[src/rtl/result_writer_pkg.sv]
// Shared definitions for the result write-back path: FSM encoding and
// the matrix geometry defaults used by the controller and the ALU.
package result_writer_pkg;

  typedef enum logic [1:0] {
    ST_IDLE    = 2'd0,
    ST_WRITE   = 2'd1,
    ST_COL_END = 2'd2,
    ST_DONE    = 2'd3
  } wr_state_t;

  localparam int ELEM_W_DEF = 19;
  localparam int ROWS_DEF   = 4;
  localparam int COLS_DEF   = 4;

endpackage

[src/rtl/result_fifo.sv]
// Small synchronous FIFO buffering ALU results ahead of the SRAM writer.
// The head element is presented combinationally so that a pop and the
// capture of its data happen on the same edge.
module result_fifo #(
  parameter int WIDTH = 19,
  parameter int DEPTH = 4
) (
  input  logic             clk,
  input  logic             rst,
  input  logic             clear,
  input  logic             push,
  input  logic [WIDTH-1:0] din,
  input  logic             pop,
  output logic [WIDTH-1:0] dout,
  output logic             full,
  output logic             empty
);

  localparam int PW = (DEPTH > 1) ? $clog2(DEPTH) : 1;
  localparam int CW = $clog2(DEPTH + 1);

  logic [WIDTH-1:0] mem [DEPTH];
  logic [PW-1:0]    wr_ptr_reg;
  logic [PW-1:0]    rd_ptr_reg;
  logic [CW-1:0]    count_reg;
  logic             do_push;
  logic             do_pop;

  assign empty   = (count_reg == '0);
  assign full    = (count_reg == CW'(DEPTH));
  assign do_pop  = pop && !empty;
  // A push into a full buffer is legal only when a pop frees a slot.
  assign do_push = push && (!full || do_pop);
  assign dout    = mem[rd_ptr_reg];

  // Storage array; contents need no reset because occupancy gates reads.
  always_ff @(posedge clk) begin
    if (do_push && !clear) begin
      mem[wr_ptr_reg] <= din;
    end
  end

  // Pointers and occupancy; pointers wrap naturally at DEPTH (power of two).
  always_ff @(posedge clk or negedge rst) begin
    if (!rst) begin
      wr_ptr_reg <= '0;
      rd_ptr_reg <= '0;
      count_reg  <= '0;
    end else if (clear) begin
      wr_ptr_reg <= '0;
      rd_ptr_reg <= '0;
      count_reg  <= '0;
    end else begin
      if (do_push) wr_ptr_reg <= wr_ptr_reg + PW'(1);
      if (do_pop)  rd_ptr_reg <= rd_ptr_reg + PW'(1);
      case ({do_push, do_pop})
        2'b10:   count_reg <= count_reg + CW'(1);
        2'b01:   count_reg <= count_reg - CW'(1);
        default: count_reg <= count_reg;
      endcase
    end
  end

endmodule

[src/rtl/result_writer.sv]
// Write-back engine: buffers ALU results and commits them column by column
// to the result SRAM, signalling column and matrix completion.
module result_writer
  import result_writer_pkg::*;
#(
  parameter int ELEM_W     = ELEM_W_DEF,
  parameter int ROWS       = ROWS_DEF,
  parameter int COLS       = COLS_DEF,
  parameter int ADDR_W     = 4,
  parameter int FIFO_DEPTH = 4
) (
  input  logic              clk,
  input  logic              rst,
  input  logic              start,
  input  logic              res_valid,
  input  logic [ELEM_W-1:0] res_data,
  output logic              res_ready,
  output logic              ram_csn,
  output logic              ram_web,
  output logic [ADDR_W-1:0] ram_addr,
  output logic [ELEM_W-1:0] ram_din,
  output logic              col_done,
  output logic              all_done
);

  localparam int RW  = (ROWS > 1) ? $clog2(ROWS) : 1;
  localparam int CLW = (COLS > 1) ? $clog2(COLS) : 1;
  localparam logic [RW-1:0]     ROW_LAST = RW'(ROWS - 1);
  localparam logic [CLW-1:0]    COL_LAST = CLW'(COLS - 1);
  localparam logic [ADDR_W-1:0] ROWS_A   = ADDR_W'(ROWS);

  wr_state_t         state_reg;
  logic [RW-1:0]     row_cnt_reg;
  logic [CLW-1:0]    col_cnt_reg;
  logic              fifo_full;
  logic              fifo_empty;
  logic              fifo_push;
  logic              fifo_pop;
  logic              fifo_clear;
  logic [ELEM_W-1:0] fifo_dout;
  logic [ADDR_W-1:0] wr_addr;

  // Results are only taken while a matrix is in progress.
  assign res_ready  = !fifo_full && (state_reg != ST_IDLE);
  assign fifo_push  = res_valid && res_ready;
  assign fifo_pop   = (state_reg == ST_WRITE) && !fifo_empty;
  // A new matrix discards anything left over from the previous one.
  assign fifo_clear = (state_reg == ST_IDLE) && start;
  assign wr_addr    = ADDR_W'(col_cnt_reg) * ROWS_A + ADDR_W'(row_cnt_reg);

  result_fifo #(
    .WIDTH (ELEM_W),
    .DEPTH (FIFO_DEPTH)
  ) u_fifo (
    .clk   (clk),
    .rst   (rst),
    .clear (fifo_clear),
    .push  (fifo_push),
    .din   (res_data),
    .pop   (fifo_pop),
    .dout  (fifo_dout),
    .full  (fifo_full),
    .empty (fifo_empty)
  );

  // Sequencer: counters, registered SRAM strobes and completion pulses.
  always_ff @(posedge clk or negedge rst) begin
    if (!rst) begin
      state_reg   <= ST_IDLE;
      row_cnt_reg <= '0;
      col_cnt_reg <= '0;
      ram_csn     <= 1'b1;
      ram_web     <= 1'b1;
      ram_addr    <= '0;
      ram_din     <= '0;
      col_done    <= 1'b0;
      all_done    <= 1'b0;
    end else begin
      // Strobes and pulses default inactive; address and data hold.
      ram_csn  <= 1'b1;
      ram_web  <= 1'b1;
      col_done <= 1'b0;
      all_done <= 1'b0;
      case (state_reg)
        ST_IDLE: begin
          if (start) begin
            state_reg   <= ST_WRITE;
            row_cnt_reg <= '0;
            col_cnt_reg <= '0;
          end
        end
        ST_WRITE: begin
          if (fifo_pop) begin
            ram_csn     <= 1'b0;
            ram_web     <= 1'b0;
            ram_addr    <= wr_addr;
            ram_din     <= fifo_dout;
            row_cnt_reg <= row_cnt_reg + RW'(1);
            if (row_cnt_reg == ROW_LAST) state_reg <= ST_COL_END;
          end
        end
        ST_COL_END: begin
          col_done    <= 1'b1;
          row_cnt_reg <= '0;
          if (col_cnt_reg == COL_LAST) begin
            state_reg <= ST_DONE;
          end else begin
            col_cnt_reg <= col_cnt_reg + CLW'(1);
            state_reg   <= ST_WRITE;
          end
        end
        ST_DONE: begin
          all_done  <= 1'b1;
          state_reg <= ST_IDLE;
        end
        default: state_reg <= ST_IDLE;
      endcase
    end
  end

endmodule
[config.mk]
export PLATFORM = sky130hd
export DESIGN_NAME = result_writer
export DESIGN_NICKNAME = d
export VERILOG_FILES = /design/src/rtl/result_writer_pkg.sv /design/src/rtl/result_fifo.sv /design/src/rtl/result_writer.sv
export SDC_FILE = /design/constraint.sdc
export NUM_CORES = 1
export LEC_CHECK = 0
export BUFFER_PORTS_ARGS = -buffer_cell sky130_fd_sc_hd__buf_2
export CORE_MARGIN = 2
export CORE_UTILIZATION = 57
export DETAILED_ROUTE_END_ITERATION = 8
export HOLD_SLACK_MARGIN = 0.15
export MAX_ROUTING_LAYER = met4
export PLACE_DENSITY_LB_ADDON = 0.2
export SETUP_SLACK_MARGIN = 0.05
export SYNTH_ARGS = -nofsm -noshare
export SYNTH_HDL_FRONTEND = slang
export SYNTH_SLANG_ARGS = --single-unit
export TNS_END_PERCENT = 50
[constraint.sdc]
create_clock -name clk -period 2.9 [get_ports clk]
set_clock_uncertainty 0.05 [all_clocks]
set_input_delay 0.435 -clock clk [delete_from_list [all_inputs] [get_ports clk]]
set_output_delay 0.435 -clock clk [all_outputs]
set_load 0.005 [all_outputs]
# After elaboration in Yosys (flattened, before gate mapping)
# Memories as Yosys holds them, arrays and structs flattened. A register that Yosys moved wholly into a read port is not among the register bits.
# Cells that the tools add are included.
[word_totals] register_bits=20 ram_bits=76 out_inout_bits=28 wordCells=76 memories=1
[mem_list] memory="u_fifo.mem" depth=4 word_bits=19 read_ports=1 rd_ports_with_merged_regs=1 write_ports=1 line_no="result_fifo.sv:22" source="logic [WIDTH-1:0] mem [DEPTH];"
[classes] addsub=7 eq_ne=12 muxes=22 n_reduce_logical=24
[op_table] cell="2-to-1 mux 2 bit" n=11
[op_table] cell="== test 2 bit (second input constant)" n=5
[op_table] cell="AND reduction 3 bit" n=3
[op_table] cell="adder 2 x 1 -> 2 bit (second input constant)" n=4
[op_table] cell="one-hot mux 2 bit (4 select lines)" n=1
[op_table] cell="nonzero test 2 bit" n=4
[op_table] cell="logical AND 1 bit" n=7
[op_table] cell="2-to-1 mux 1 bit" n=6
[op_table] cell="one-hot mux 2 bit (3 select lines)" n=1
[op_table] cell="one-hot mux 3 bit (2 select lines)" n=1
[op_table] cell="nonzero test 3 bit" n=2
[op_table] cell="adder 4 x 2 -> 4 bit" n=1
[op_table] cell="== test 2 x 1 -> 1 bit (second input constant)" n=2
[op_table] cell="zero test 1 bit" n=4
[op_table] cell="!= test 2 x 1 -> 1 bit (second input constant)" n=2
[op_table] cell="!= test 2 bit (second input constant)" n=2
[op_table] cell="one-hot mux 2 bit (2 select lines)" n=1
[op_table] cell="adder 3 x 1 -> 3 bit (second input constant)" n=1
[op_table] cell="== test 3 bit (second input constant)" n=1
[op_table] cell="zero test 3 bit" n=1
[op_table] cell="2-to-1 mux 3 bit" n=1
[op_table] cell="subtractor 3 x 1 -> 3 bit (second input constant)" n=1
[op_table] cell="zero test 2 bit" n=1
[op_table] cell="AND reduction 2 bit" n=1
[op_table] cell="logical OR 1 bit" n=1

# Longest topological paths before layout
[logic_depth] ltp_word=9 mapped_depth=7

# Cells and area by module
# From an unflattened synthesis, not the netlist that was laid out.
[hier_totals] hier_cells=255 area_unflattened_um2=4639.4
[modules_own_cells] module="result_fifo" instances=1 cells_each=166 area_per_inst_um2=3313.2
[modules_own_cells] module="result_writer" instances=1 cells_each=89 area_per_inst_um2=1326.3

# Least setup slack after synthesis
# Ideal clock, no wire load.
[synth_timing] kind="reg2reg" start="reg u_fifo.count_reg[0]" end="reg u_fifo.count_reg[2]" setup_time_ns=0.079 arrival_ns=1.952 path_slack_ns=0.819 path_stages_with_launch=8 n_path_buf=1 synth_period_minus_slack_ns=2.081 path_cell_list="dfrtp_1 or3_1 buf_6 o211a_2 fa_1 a21boi_1 mux2i_1 mux2i_1"
[synth_via] elab_chain_cells=9 elab_cells_between_ends=17
[synth_rtl] element="start: declaration" line_no="result_fifo.sv:25" source="logic [CW-1:0] count_reg;"
[synth_rtl] element="start signal: assignment" line_no="result_fifo.sv:57" source="2'b10: count_reg <= count_reg + CW'(1);"
[synth_rtl] element="start signal: assignment" line_no="result_fifo.sv:58" source="2'b01: count_reg <= count_reg - CW'(1);"
[synth_rtl] element="start signal: assignment" line_no="result_fifo.sv:59" source="default: count_reg <= count_reg;"
[synth_rtl] element="zero test 3 bit" line_no="result_fifo.sv:29" source="assign empty = (count_reg == '0);"
[synth_rtl] element="zero test 1 bit" line_no="result_fifo.sv:31, result_writer.sv:46"
[synth_rtl] element="logical AND 1 bit" line_no="result_writer.sv:46" source="assign fifo_pop = (state_reg == ST_WRITE) && !fifo_empty;"
[synth_rtl] element="logical AND 1 bit" line_no="result_fifo.sv:31" source="assign do_pop = pop && !empty;"
[synth_rtl] element="logical OR 1 bit" line_no="result_fifo.sv:33" source="assign do_push = push && (!full || do_pop);"
[synth_rtl] element="logical AND 1 bit" line_no="result_fifo.sv:33"
[synth_rtl] element="== test 2 x 1 -> 1 bit / == test 2 bit (equally long branches)" line_no="result_fifo.sv:56" source="case ({do_push, do_pop})"
[synth_rtl] element="one-hot mux 3 bit (2 select lines)" line_no="result_fifo.sv:56"
[synth_rtl] element="2-to-1 mux 3 bit" line_no="result_fifo.sv:49" source="end else if (clear) begin"
# Several ways; a longest one is shown, not always the timed one.
# A chain may end at the register's enable or synchronous reset.

# Worst setup path after layout
# Same ends and word-level chain as after synthesis.

==> summary.md <==
| Metric | Value |
|---|---|
| Status | `finished, final reports clean` |
| Design Area, Final | `5670 sq um` |
| Die width | `slightly above 90 um` |
| Max-slew headroom | `37.3%` |
| Port Buffers | `50` |
| Max FFs per register | `76` |
| TritonCTS Sinks | `approximately 120` |
| Number of diodes | `0` |
| Die area | `between 8000 and 9000 sq um` |
| Mapped Cells | `239` |
| TritonCTS clock tree | `done` |
| Routing usage on met1 | `around 25%` |
| Global-route wire length before repair | `about 13000 um` |
| Netlist cell types | `41` |
| Synthesis-to-finish area growth | `26.1%` |
| Avg Synthesized Cell Area | `18.8 sq um` |
| Die Y | `between 90 and 100 um` |
| RSZ-0062 raised after global routing | `false` |
| Required @ worst endpoint | `roughly 3.3 ns` |
| Clock transition at path regs | `about 0.060 ns` |
| Met2 usage | `between 30% and 40%` |
| CP Class | `flip-flop to flip-flop` |
| CTS Buf Count | `17` |
| Commonest non-fill, non-tap cell in the layout | `edfxtp_1` |
| RePlAce Congestion | `slightly above 0.8` |
| CTS Hold Buffers Added | `20` |
| Hold Path Class | `input pin to flip-flop` |
| Worst setup SP type | `flip-flop` |
| Site Rows | `32` |
| Register area share after synthesis | `just over 70%` |
| Post-CTS setup buffers | `0` |
| PwrDens | `1100 nW/um^2` |
| Busiest grt layer | `met2` |
| Post-DP HPWL | `4710 um` |
| Synth warn | `0` |
| Final Hold Fails | `0` |
| Arr. time, crit path | `2.63 ns` |
| # DRC | `0` |
| Largest registers | `u_fifo.mem x76, ram_din x19, ram_addr x4` |
| Vias | `2394` |
| Worst path max stage delay | `roughly 0.54 ns` |
| Min cycle time layout | `2.25 ns` |
| Worst-Skew Late Latency | `~0.5 ns` |
| Max Clk Rate | `around 0.44 GHz` |
| CP max stage cell | `or3_1` |
| Share of cells above drive strength 1 | `roughly 40%` |
| Period utilisation layout | `between 70% and 80%` |
| Clock root cell | `clkbuf_8` |
| #FFs+latches synth | `approximately 120` |
| Total iterations of the first detailed-routing run | `4` |
| VDD IR max | `approximately 0.56 mV` |
| Routed WL | `7840 um` |
| Worst-Margin Slew | `between 0.9 and 1 ns` |
| Area of the core | `slightly below 8000 sq um` |
| M3 GR Usage | `under 10%` |
| Cts repair resizes | `0` |
| CP max FO | `7` |
| Post-Syn Area | `between 4000 and 5000 sq um` |
| Syn nets | `around 270` |
| Initial drt markers | `104` |
| Commonest non-fill, non-tap cells in the layout | `76 x edfxtp_1, 50 x buf_2, 38 x dfrtp_1, 20 x dlygate4sd3_1` |
| Post-DP Area | `just under 5000 sq um` |
| Tot GR Track Use | `approximately a fifth` |
| Max_cap viols | `0` |
| Grt total ovfl | `0` |
| WL/cell | `about 18 um` |
| Final Slew Violations | `0` |
| Initial antenna violation count | `0` |
| Most Frequent Cell on Critical Path | `mux2i_1` |
| IO Pins | `51` |
| Vias in the first global route | `~2.6k` |
| Max Root-Sink Buffers | `2` |
| Static leakage | `between 0.002 and 0.0025 uW` |
| Setup TNS | `0 ns` |
| Most flops, register | `u_fifo.mem` |
| Via density | `~5.4` |
| CP Cell Sequence | `or3_1, o211a_2, fa_1, a21boi_1, mux2i_1, mux2i_1` |
| CP endpoint kind | `flip-flop` |
| H-tree depth | `4` |
| Nets | `between 300 and 400` |
| # setup viols final | `0` |
| Initial core utilization | `between 50% and 60%` |
| Post-route ant nets | `0` |
| Largest net degree at the start of global routing | `40` |
Yosys cell counts:
cell type | n | area share [%]
mux2i_1 | 2 | 0.44
nor3_1 | 2 | 0.22
mux2_1 | 3 | 0.75
a21oi_1 | 1 | 0.11
o22ai_1 | 2 | 0.28
nor2_1 | 9 | 0.75
fa_1 | 1 | 0.44
o31ai_1 | 1 | 0.17
nand3_1 | 1 | 0.11
buf_2 | 4 | 0.44
a22oi_1 | 1 | 0.17
clkbuf_1 | 3 | 0.25
buf_6 | 1 | 0.25
and2b_4 | 1 | 0.22
xor2_1 | 1 | 0.19
a21boi_1 | 1 | 0.17
mux2_2 | 19 | 4.8
nand2_1 | 6 | 0.50
buf_4 | 3 | 0.50
nor2_2 | 2 | 0.28
mux4_2 | 19 | 9.5
a32o_1 | 1 | 0.22
nor3_2 | 1 | 0.22
and2_1 | 6 | 0.83
nor3b_2 | 2 | 0.56
nand2b_1 | 1 | 0.14
xnor2_1 | 2 | 0.39
or3_1 | 1 | 0.14
nor2b_1 | 2 | 0.28
dfstp_2 | 1 | 0.58
dfrtp_1 | 38 | 21
a211oi_4 | 1 | 0.44
a32oi_1 | 1 | 0.19
o21ai_0 | 6 | 0.67
ha_1 | 6 | 1.7
o21ai_1 | 4 | 0.44
edfxtp_1 | 76 | 51
a22o_1 | 1 | 0.19
o211a_2 | 1 | 0.22
inv_2 | 1 | 0.083
inv_1 | 4 | 0.33
cells by family after synthesis:
kind of cell             count (synthesis)  share of synthesized area (%)
AO/OA/AOI/OAI                           21                           3.28
multiplexers                            43                           15.5
adder cells (fa/ha/maj)                  7                           2.11
XOR/XNOR                                 3                          0.584
buffers and inverters                   16                           1.86
AND/OR/NAND/NOR                         34                           4.25
flip-flops                             115                           72.4
report_power, final:
part | internal (uW) | total (uW) | switching [uW] | leakage (uW)
Clock | 1300 | 2010 | 709 | 0.000278
Sequential | 2200 | 2430 | 238 | 0.00117
Combinational | 953 | 1790 | 836 | 0.000758
Total | 4450 | 6230 | 1780 | 0.00220
layout make-up:
| type | instances | area (sq um) |
|---|---|---|
| clock buffers | 18 | 418 |
| flip-flops and latches | 115 | 3260 |
| multi-input cells | 108 | 1160 |
| repair buffers | 79 | 531 |
| inverters | 5 | 18.8 |
| well taps | 102 | 128 |
| fillers | 485 | 2010 |
| clock inverters | 14 | 163 |
worst max-delay path: cells and delay by family (launching register included):
kind | cells | cell delay [ns]
flip-flops | 1 | 0.46
AO/OA/AOI/OAI | 2 | 0.37
AND/OR/NAND/NOR | 1 | 0.54
multiplexers | 2 | 0.37
adder cells (fa/ha/maj) | 1 | 0.38
per-layer routing:
metal,up-vias,wire length [um]
met3,16,411
met2,77,4040
li1,1103,-
met1,1198,3230
met5,-,0
met4,0,166
per-stage QoR:
stage | total power, uW | setup slack, ns | utilization, % | cells | hold slack (ns)
5_1_grt | 6580 | 0.552 | 73.8 | 441 | 0.238
3_3_place_gp | 4190 | 0.711 | 63.6 | 389 | 0.415
3_5_place_dp | 4240 | 0.657 | 63.6 | 389 | 0.422
2_1_floorplan | 3730 | 0.819 | - | 239 | 0.0894
6_report | 6230 | 0.650 | 73.8 | 441 | 0.194
4_1_cts | 6300 | 0.637 | 73.8 | 441 | 0.177
path summary, 6_finish.rpt:
path	from	endpoint	slack, ns	depth (start not counted)
setup / recovery	u_fifo.count_reg[0]	u_fifo.count_reg[2]	0.65	6
hold / removal	start	state_reg[0]	0.19	3
setup reg to reg	u_fifo.count_reg[0]	u_fifo.count_reg[2]	0.65	6
hold reg to reg	ram_addr[3]	ram_addr[3]	0.43	1
max in group asynchronous	rst	u_fifo.wr_ptr_reg[0]	1.65	2
min in group asynchronous	rst	ram_din[9]	0.56	2
No activity file was read; power rests on OpenSTA's default activity.
